## src/rtl/pc_seq_pkg.sv

```systemverilog
// Shared types and constants for the PC sequencer slice.
// Optional RAS error detection: PC_SEQ_RAS_ERR_EN.
package pc_seq_pkg;

  localparam int WORD_W      = 32;
  localparam int INSTR_BYTES = 4;

  typedef logic [WORD_W-1:0] addr_t;

  localparam addr_t RESET_PC_DEF = 32'h0000_0000;

endpackage

```

## src/rtl/pc_seq_if.sv

```systemverilog
// Decoder <-> PC sequencer bundle.
// master = jump decoder, slave = sequencer.
interface pc_seq_if;
  import pc_seq_pkg::*;

  logic  Stall;
  logic  PCSrc;
  addr_t JmpAddr;
  logic  IsCall;
  logic  IsRet;
  addr_t PC;
  addr_t PCPlus4;
  addr_t ResumeAddr;
  logic  RasEmpty;
  logic  RasFull;
  logic  RasErr;

  modport master (
    output Stall, PCSrc, JmpAddr,
    output IsCall, IsRet,
    input  PC, PCPlus4, ResumeAddr,
    input  RasEmpty, RasFull, RasErr
  );

  modport slave (
    input  Stall, PCSrc, JmpAddr,
    input  IsCall, IsRet,
    output PC, PCPlus4, ResumeAddr,
    output RasEmpty, RasFull, RasErr
  );

endinterface

```

## src/rtl/pc_sequencer_ras_stack.sv

```systemverilog
// Circular return-address stack with sticky error flag.
// Error detection built only with PC_SEQ_RAS_ERR_EN.
module ras_stack
  import pc_seq_pkg::*;
#(
  parameter int DEPTH = 8
) (
  input  logic  clk,
  input  logic  reset,
  input  logic  en,
  input  logic  push,
  input  logic  pop,
  input  addr_t din,
  output addr_t top,
  output logic  empty,
  output logic  full,
  output logic  err
);

  localparam int PW = $clog2(DEPTH);
  localparam logic [PW-1:0] P1 = 1;
  localparam logic [PW:0]   C1 = 1;
  localparam logic [PW:0]   CMAX = (PW+1)'(DEPTH);

  logic [PW-1:0] wp;
  logic [PW-1:0] tp;
  logic [PW:0]   cnt;
  addr_t         mem [DEPTH];

  logic do_push;
  logic do_pop;
  logic do_rep;

  assign tp    = wp - P1;
  assign empty = (cnt == '0);
  assign full  = (cnt == CMAX);
  assign top   = empty ? '0 : mem[tp];

  always_comb begin
    do_push = en & push & ~pop;
    do_pop  = en & pop & ~push;
    do_rep  = en & push & pop;
  end

  // Replace-on-empty degenerates to a plain push.
  always_ff @(posedge clk) begin
    if (reset) begin
      wp  <= '0;
      cnt <= '0;
    end else if (do_push || (do_rep && empty)) begin
      mem[wp] <= din;
      wp      <= wp + P1;
      if (!full)
        cnt <= cnt + C1;
    end else if (do_rep) begin
      mem[tp] <= din;
    end else if (do_pop && !empty) begin
      wp  <= wp - P1;
      cnt <= cnt - C1;
    end
  end

`ifdef PC_SEQ_RAS_ERR_EN
  logic ovf;
  logic unf;
  logic err_q;

  assign ovf = do_push & full;
  assign unf = (do_pop | do_rep) & empty;

  always_ff @(posedge clk) begin
    if (reset)
      err_q <= 1'b0;
    else if (ovf || unf)
      err_q <= 1'b1;
  end

  assign err = err_q;
`else
  assign err = 1'b0;
`endif

endmodule

```

## src/rtl/pc_sequencer.sv

```systemverilog
// Fetch-stage PC register, next-PC mux and return-address stack.
// Optional sticky RAS error flag: PC_SEQ_RAS_ERR_EN.
module pc_sequencer
  import pc_seq_pkg::*;
#(
  parameter int    RAS_DEPTH = 8,
  parameter addr_t RESET_PC  = RESET_PC_DEF
) (
  input  logic     clk,
  input  logic     reset,
  pc_seq_if.slave  bus
);

  addr_t pc_q;
  addr_t pc_p4;
  logic  run;

  assign run   = ~bus.Stall;
  assign pc_p4 = pc_q + addr_t'(INSTR_BYTES);

  always_ff @(posedge clk) begin
    if (reset)
      pc_q <= RESET_PC;
    else if (run)
      pc_q <= bus.PCSrc ? bus.JmpAddr : pc_p4;
  end

  ras_stack #(
    .DEPTH (RAS_DEPTH)
  ) u_ras (
    .clk   (clk),
    .reset (reset),
    .en    (run),
    .push  (bus.IsCall),
    .pop   (bus.IsRet),
    .din   (pc_p4),
    .top   (bus.ResumeAddr),
    .empty (bus.RasEmpty),
    .full  (bus.RasFull),
    .err   (bus.RasErr)
  );

  assign bus.PC      = pc_q;
  assign bus.PCPlus4 = pc_p4;

endmodule

```

## src/flat_wrapper.sv

```systemverilog
// flat-port wrapper written by rule: the top's interface ports become plain ports
module pc_sequencer_flat import pc_seq_pkg::*;
#(
  parameter int    RAS_DEPTH = 8,
  parameter addr_t RESET_PC  = RESET_PC_DEF
)
  (clk, reset, bus_Stall, bus_PCSrc, bus_JmpAddr, bus_IsCall, bus_IsRet, bus_PC, bus_PCPlus4, bus_ResumeAddr, bus_RasEmpty, bus_RasFull, bus_RasErr);
  pc_seq_if bus_i ();
  input  logic clk;
  input  logic reset;
  input wire logic [$bits(bus_i.Stall)-1:0] bus_Stall;
  input wire logic [$bits(bus_i.PCSrc)-1:0] bus_PCSrc;
  input wire logic [$bits(bus_i.JmpAddr)-1:0] bus_JmpAddr;
  input wire logic [$bits(bus_i.IsCall)-1:0] bus_IsCall;
  input wire logic [$bits(bus_i.IsRet)-1:0] bus_IsRet;
  output wire logic [$bits(bus_i.PC)-1:0] bus_PC;
  output wire logic [$bits(bus_i.PCPlus4)-1:0] bus_PCPlus4;
  output wire logic [$bits(bus_i.ResumeAddr)-1:0] bus_ResumeAddr;
  output wire logic [$bits(bus_i.RasEmpty)-1:0] bus_RasEmpty;
  output wire logic [$bits(bus_i.RasFull)-1:0] bus_RasFull;
  output wire logic [$bits(bus_i.RasErr)-1:0] bus_RasErr;
  assign bus_i.Stall = bus_Stall;
  assign bus_i.PCSrc = bus_PCSrc;
  assign bus_i.JmpAddr = bus_JmpAddr;
  assign bus_i.IsCall = bus_IsCall;
  assign bus_i.IsRet = bus_IsRet;
  assign bus_PC = bus_i.PC;
  assign bus_PCPlus4 = bus_i.PCPlus4;
  assign bus_ResumeAddr = bus_i.ResumeAddr;
  assign bus_RasEmpty = bus_i.RasEmpty;
  assign bus_RasFull = bus_i.RasFull;
  assign bus_RasErr = bus_i.RasErr;
  pc_sequencer #(.RAS_DEPTH(RAS_DEPTH), .RESET_PC(RESET_PC)) u_core (.clk(clk), .reset(reset), .bus(bus_i));
endmodule
```

## config.mk

```make
export PLATFORM = sky130hd
export DESIGN_NAME = pc_sequencer_flat
export DESIGN_NICKNAME = d
export VERILOG_FILES = /design/src/rtl/pc_seq_pkg.sv /design/src/rtl/pc_seq_if.sv /design/src/rtl/pc_sequencer_ras_stack.sv /design/src/rtl/pc_sequencer.sv /design/src/flat_wrapper.sv
export SDC_FILE = /design/constraint.sdc
export NUM_CORES = 1
export LEC_CHECK = 0
export ABC_CLOCK_PERIOD_IN_PS = 4900
export BUFFER_PORTS_ARGS = -buffer_cell sky130_fd_sc_hd__buf_2
export CORE_AREA = 2 2 151 153
export CTS_CLUSTER_SIZE = 12
export DETAILED_ROUTE_END_ITERATION = 12
export DIE_AREA = 0 0 153 155
export PLACE_DENSITY = 0.82
export SYNTH_ARGS = -nofsm -noshare
export SYNTH_HDL_FRONTEND = slang
export SYNTH_HIERARCHICAL = 1
export SYNTH_SLANG_ARGS = --single-unit
```

## constraint.sdc

```tcl
create_clock -name clk -period 4.9 [get_ports clk]
set_input_delay 0.98 -clock clk [delete_from_list [all_inputs] [get_ports clk]]
set_output_delay 0.98 -clock clk [all_outputs]
set_load 0.05 [all_outputs]
```

**Word level (Yosys, flattened, before mapping)**

Memory sizes are Yosys's and may differ from the RTL's.
Cells that the tools add are included.

- Reduce and logical (&&, ||, !) cells: 9
- $add $sub $neg: 5
- Bitwise gates (word level): 8
- Equal/unequal tests: 3
- Muxes and demuxes: 19

Operators with widths:

| operator | number |
|---|---|
| 32-bit two-way mux | 3 |
| 32-bit by 3-bit adder with 32-bit output (second input constant) | 1 |
| 32-bit OR reduction | 1 |
| 4-bit two-way mux | 4 |
| 3-bit two-way mux | 4 |
| 1-bit two-way mux | 8 |
| 1-bit AND | 5 |
| 4-bit by 1-bit adder with 4-bit output (second input constant) | 1 |
| 4-bit == test (second input constant) | 1 |
| 4-bit zero test | 1 |
| 4-bit by 1-bit subtractor with 4-bit output (second input constant) | 1 |
| 3-bit by 1-bit adder with 3-bit output (second input constant) | 1 |
| 1-bit NOT | 3 |
| 3-bit AND reduction | 1 |
| 3-bit by 1-bit subtractor with 3-bit output (second input constant) | 1 |
| 1-bit logical AND | 2 |
| 2-bit by 1-bit inequality test with 1-bit output (second input constant) | 1 |
| 2-bit inequality test (second input constant) | 1 |
| 2-bit AND reduction | 1 |
| 2-bit nonzero test | 1 |
| 1-bit zero test | 1 |
| 1-bit logical OR | 1 |

- Memories kept: 1
- Memory bits (writable): 256
- Output and inout bits: 99
- Bits in registers: 39
- Input bits: 38

Memories:

| name | words | width | read ports | clocked after Yosys merged registers in | wr ports | line | text |
|---|---|---|---|---|---|---|---|
| u_core.u_ras.mem | 8 | 32 | 1 | 0 | 1 | pc_sequencer_ras_stack.sv:28 | `addr_t mem [DEPTH];` |

**Depth between registers and ports, before layout**

- Depth after elaboration: 10
- Mapped depth: 10

**Cells and area by module**

The synthesis kept the hierarchy.

Modules (own cells, without submodules):

| module | sequential area each (µm²) | instances | area each (µm²) | cells each |
|---|---|---|---|---|
| ras_stack | 7827.5 | 1 | 10482.6 | 552 |
| pc_sequencer | 640.6 | 1 | 2377.3 | 312 |

**Worst setup path after synthesis**

Ideal clock, no wire load.

- Kind: input to register
- Start: in bus_Stall
- End: mem u_core/u_ras/mem[2][0] (netlist bit), enable pin
- Required time: 4.479 ns
- Path slack: 0.736 ns
- Arrival: 3.743 ns
- Stages: 7
- Path through: inv_1 -> clkbuf_1 -> buf_2 -> nand3b_1 -> or4_1 -> a31o_1 -> nor2_1

- Word-level cells in the longest chain between the ends: 10
- Elaborated cells between the ends (all ways): 16

RTL lines:

| element | line | text |
|---|---|---|
| start, declared | flat_wrapper.sv:11 | `input wire logic [$bits(bus_i.Stall)-1:0] bus_Stall;` |
| 1-bit NOT * | pc_sequencer.sv:18 | `assign run = ~bus.Stall;` |
| named net u_core.run | pc_sequencer.sv:16 | `logic run;` |
| 1-bit AND * | pc_sequencer_ras_stack.sv:40, pc_sequencer_ras_stack.sv:42 |  |
| 1-bit AND | pc_sequencer_ras_stack.sv:42 | `do_rep = en & push & pop;` |
| 1-bit logical AND | pc_sequencer_ras_stack.sv:50 | `end else if (do_push \|\| (do_rep && empty)) begin` |
| 1-bit logical OR | pc_sequencer_ras_stack.sv:50 |  |
| 1-bit two-way mux | pc_sequencer_ras_stack.sv:50 |  |
| 1-bit two-way mux | pc_sequencer_ras_stack.sv:47 | `if (reset) begin` |
| 1-bit two-way mux (not written as such) | pc_sequencer_ras_stack.sv:56 | `mem[tp] <= din;` |
| 32-bit OR reduction (no source line) | -- |  |
| 3-bit two-way mux (no source line) or 1-bit two-way mux (tied branches) | -- |  |
| end, declared | pc_sequencer_ras_stack.sv:28 |  |

Mark *: on every way through the listed nets, which the timed path passes. The rest lies on a longest branch.

**Final worst setup path**

- Start: reg u_core.pc_q[2] (netlist: u_core/bus.PC[2])
- End: out bus_PCPlus4[26]

- Word-level cells in the longest chain between the ends: 1

RTL lines:

| element | line | text |
|---|---|---|
| start, declared | pc_sequencer.sv:14 | `addr_t pc_q;` |
| start signal, assigned | pc_sequencer.sv:25 | `pc_q <= bus.PCSrc ? bus.JmpAddr : pc_p4;` |
| 32-bit by 3-bit adder with 32-bit output | pc_sequencer.sv:19 | `assign pc_p4 = pc_q + addr_t'(INSTR_BYTES);` |
| end, declared | flat_wrapper.sv:17 | `output wire logic [$bits(bus_i.PCPlus4)-1:0] bus_PCPlus4;` |

Every way passes these cells.

==> impl_metrics.py <==
metrics = {
    "clocking": {
        "htreeDepth": 1,
        "postCtsSetupBuffers": 0,
        "clk_pin_slew_ns": 0.06,
        "cts_root_buffer": "clkbuf_16",
        "cts-resized-gates": 0,
        "clock-sinks": 295,
        "tritoncts": "yes",
        "clock_latency_ns": 0.55,
        "holdBufCountCts": 0,
        "clock_path_buffers": 3,
        "cts_buffers": 29,
    },
    "yosys": {
        "dominantRegCellSynth": "edfxtp_1",
        "netlist_area_um2": 12900,
        "yosys_warnings": 6,
        "synth_seq_area_share_pct": 65.8,
        "synth_edf_count": 256,
        "synth_top_area_share_pct": 59.8,
        "avgSynthCellArea_um2": 14.9,
        "synth_top_area_cell": "edfxtp_1",
        "ys_ff_latch": 295,
        "syn_inst": 864,
        "synth.area.top_cells": "edfxtp_1 (60%), mux4_2 (11%), dfxtp_1 (6.1%)",
        "async_flop_share_pct": 0,
        "synth_cell_type_count": 75,
        "syn-num-nets": 906,
    },
    "power": {
        "max-vdd-ir-drop_mv": 0.292,
        "p_per_area_nw_per_um2": 502,
        "leakagePower_nw": 5.24,
    },
    "final_layout": {
        "nets": 1037,
        "final_cell_mix": "edfxtp_1 (256), buf_2 (135), nand2_1 (102)",
        "nFillCells": 1538,
        "n_antenna_cell": 0,
        "drive_gt1_share_pct": 28.7,
        "final_common_cell": "edfxtp_1",
        "area_delta_synth_final_pct": 15.2,
        "regArea_um2": 8470,
        "final_cell_area_um2": 14800,
        "multi_input_area_um2": 4140,
    },
    "timing": {
        "min_period_ns": 4.37,
        "setup_viol": 0,
        "worst_slack_ns": 0.526,
        "timing_hold_violations_final": 0,
        "whs_ns": 0.559,
        "rsz0062_at_grt": "false",
        "worst_pin_slew_ns": 1.11,
        "relSlewSlack_pct": 26.0,
        "drv_slew": 0,
        "timing.final.crit_share_pct": 89.3,
        "clock_skew_ns": 0.00954,
        "max_freq_ghz": 0.229,
        "tns_ns": 0,
    },
    "routing": {
        "route.vias.total": 8356,
        "wirelength_um": 31100,
        "wire_per_inst_um": 23.9,
        "drtAntennaViolNets": 0,
        "viasPerCell": 6.41,
        "first_pass_iters": 5,
        "dr.first_iter.drc_count": 768,
        "route.detailed.drc": 0,
    },
    "setup_path": {
        "cpMaxStageDelayCell": "xnor2_1",
        "crit_chain": "ha_1, and3_1, nand2_2, or4_4, xnor2_1, buf_2",
        "critPathCaptureType": "primary output",
        "arrival_ns": 3.39,
        "crit_buf_inv": 1,
        "slowest_delay_ns": 0.70,
        "r2r_slack_ns": 1.41,
        "critPathLaunchType": "register",
        "critPathTopFamily": "simple AND/OR/NAND/NOR gates",
        "cp_max_fo": 9,
        "crit_required_ns": 3.92,
        "crit_type": "register to primary output",
    },
    "global_route": {
        "grt.total_usage_pct": 25.7,
        "grt_overflow": 0,
        "antenna_found_initial": 0,
        "grt_max_degree": 55,
        "grt_pass1_wl_um": 46300,
        "grt_pass1_vias": 8026,
    },
    "outcome": {
        "outcome": "finished clean",
    },
    "placement": {
        "placed_area_um2": 14000,
        "place_congestion": 0.833,
        "dp_worst_setup_slack_ns": 1.17,
        "dp_hpwl_um": 19300,
        "numPortBuffers": 135,
    },
    "floorplanning": {
        "die-width_um": 153,
        "dieArea_um2": 23700,
        "fp-row-count": 55,
        "coreArea_um2": 22200,
        "num_io_pins": 137,
        "start_util_pct": 57.9,
        "die_h_um": 155,
    },
    "min_path": {
        "hold_class": "register to register",
    },
    "run": {
        "cap_violations": 0,
    },
}
[power by group]
group / internal [mW] / total (mW) / switching [mW]
Sequential: 2.83 / 2.92 / 0.0948
Combinational: 0.764 / 2.49 / 1.73
Clock: 1.14 / 2.03 / 0.886
[stage by stage]
step | util, % | power (mW) | instances
floorplan | - | 4.79 | 864
global placement | 62.8 | 5.42 | 1249
detailed placement | 62.8 | 5.46 | 1249
CTS | 66.7 | 7.47 | 1303
global route | 66.7 | 7.71 | 1303
finish | 66.7 | 7.44 | 1303
[cell families (layout without fill, tap and decap cells)]
family / count (synthesis) / in the layout / synth area share, %
AOI/OAI and AO/OA: 144 / 144 / 7.12
xor gates and xnor gates: 33 / 33 / 2.25
adders and majority gates: 4 / 4 / 0.389
buffers and inverters: 75 / 229 / 2.58
DFF: 295 / 295 / 65.8
muxes: 77 / 77 / 12.3
other: 1 / 1 / 0.0292
and+or+nand+nor: 235 / 235 / 9.52
[metal layers]
metal,GRT usage (%),up-vias,share of wire [%],wire [µm]
li1,-,3602,-,-
met1,35.9,4233,39,12100
met3,4.21,63,9.3,2910
met5,0,-,0,0
met2,42.0,458,49,15300
met4,8.55,0,2.8,880
[synthesized netlist by cell type (8+ instances only)]
cell	n
mux4_2	64
xor2_1	12
xnor2_1	21
a21oi_1	64
nand2_1	102
inv_1	14
mux2i_1	11
a31oi_1	8
and3_1	8
buf_2	16
clkbuf_1	32
a22oi_1	10
buf_4	8
edfxtp_1	256
nor2_1	41
o21ai_0	17
nand3_1	14
dfxtp_1	39
[final timing paths]
| path | cells after the start | end | startpoint |
|---|---|---|---|
| setup / recovery | 6 | bus_PCPlus4[26] | u_core/bus.PC[2] |
| hold / removal | 2 | u_core/bus.PC[9] | u_core/bus.PC[9] |
| setup reg to reg | 5 | u_core/u_ras/mem[7][27] | u_core/u_ras/wp[0] |
| hold reg to reg | 2 | u_core/bus.PC[9] | u_core/bus.PC[9] |
[worst reg2reg max path, delay by kind of cell (launching register included)]
family | cells | cell delay, ns
buf+inv | 2 | 1.30
simple gates | 2 | 1.14
flops | 1 | 0.53
xor+xnor | 1 | 0.20
[layout make-up]
class | count | area share, %
repair buffers | 160 | 6.33
well taps | 285 | 2.41
clock inverters | 4 | 0.228
inverters | 15 | 0.380
clock buffers | 50 | 5.56
multi-input cells | 494 | 27.9
flip-flops and latches | 295 | 57.2
[sequential cells by signal, summed over array words and instances, names as in the netlist]
signal	cells
u_core/u_ras/mem	256
u_core/bus.PC	32
u_core/u_ras/cnt	4
u_core/u_ras/wp	3
Power figures use the tool's default switching activity.
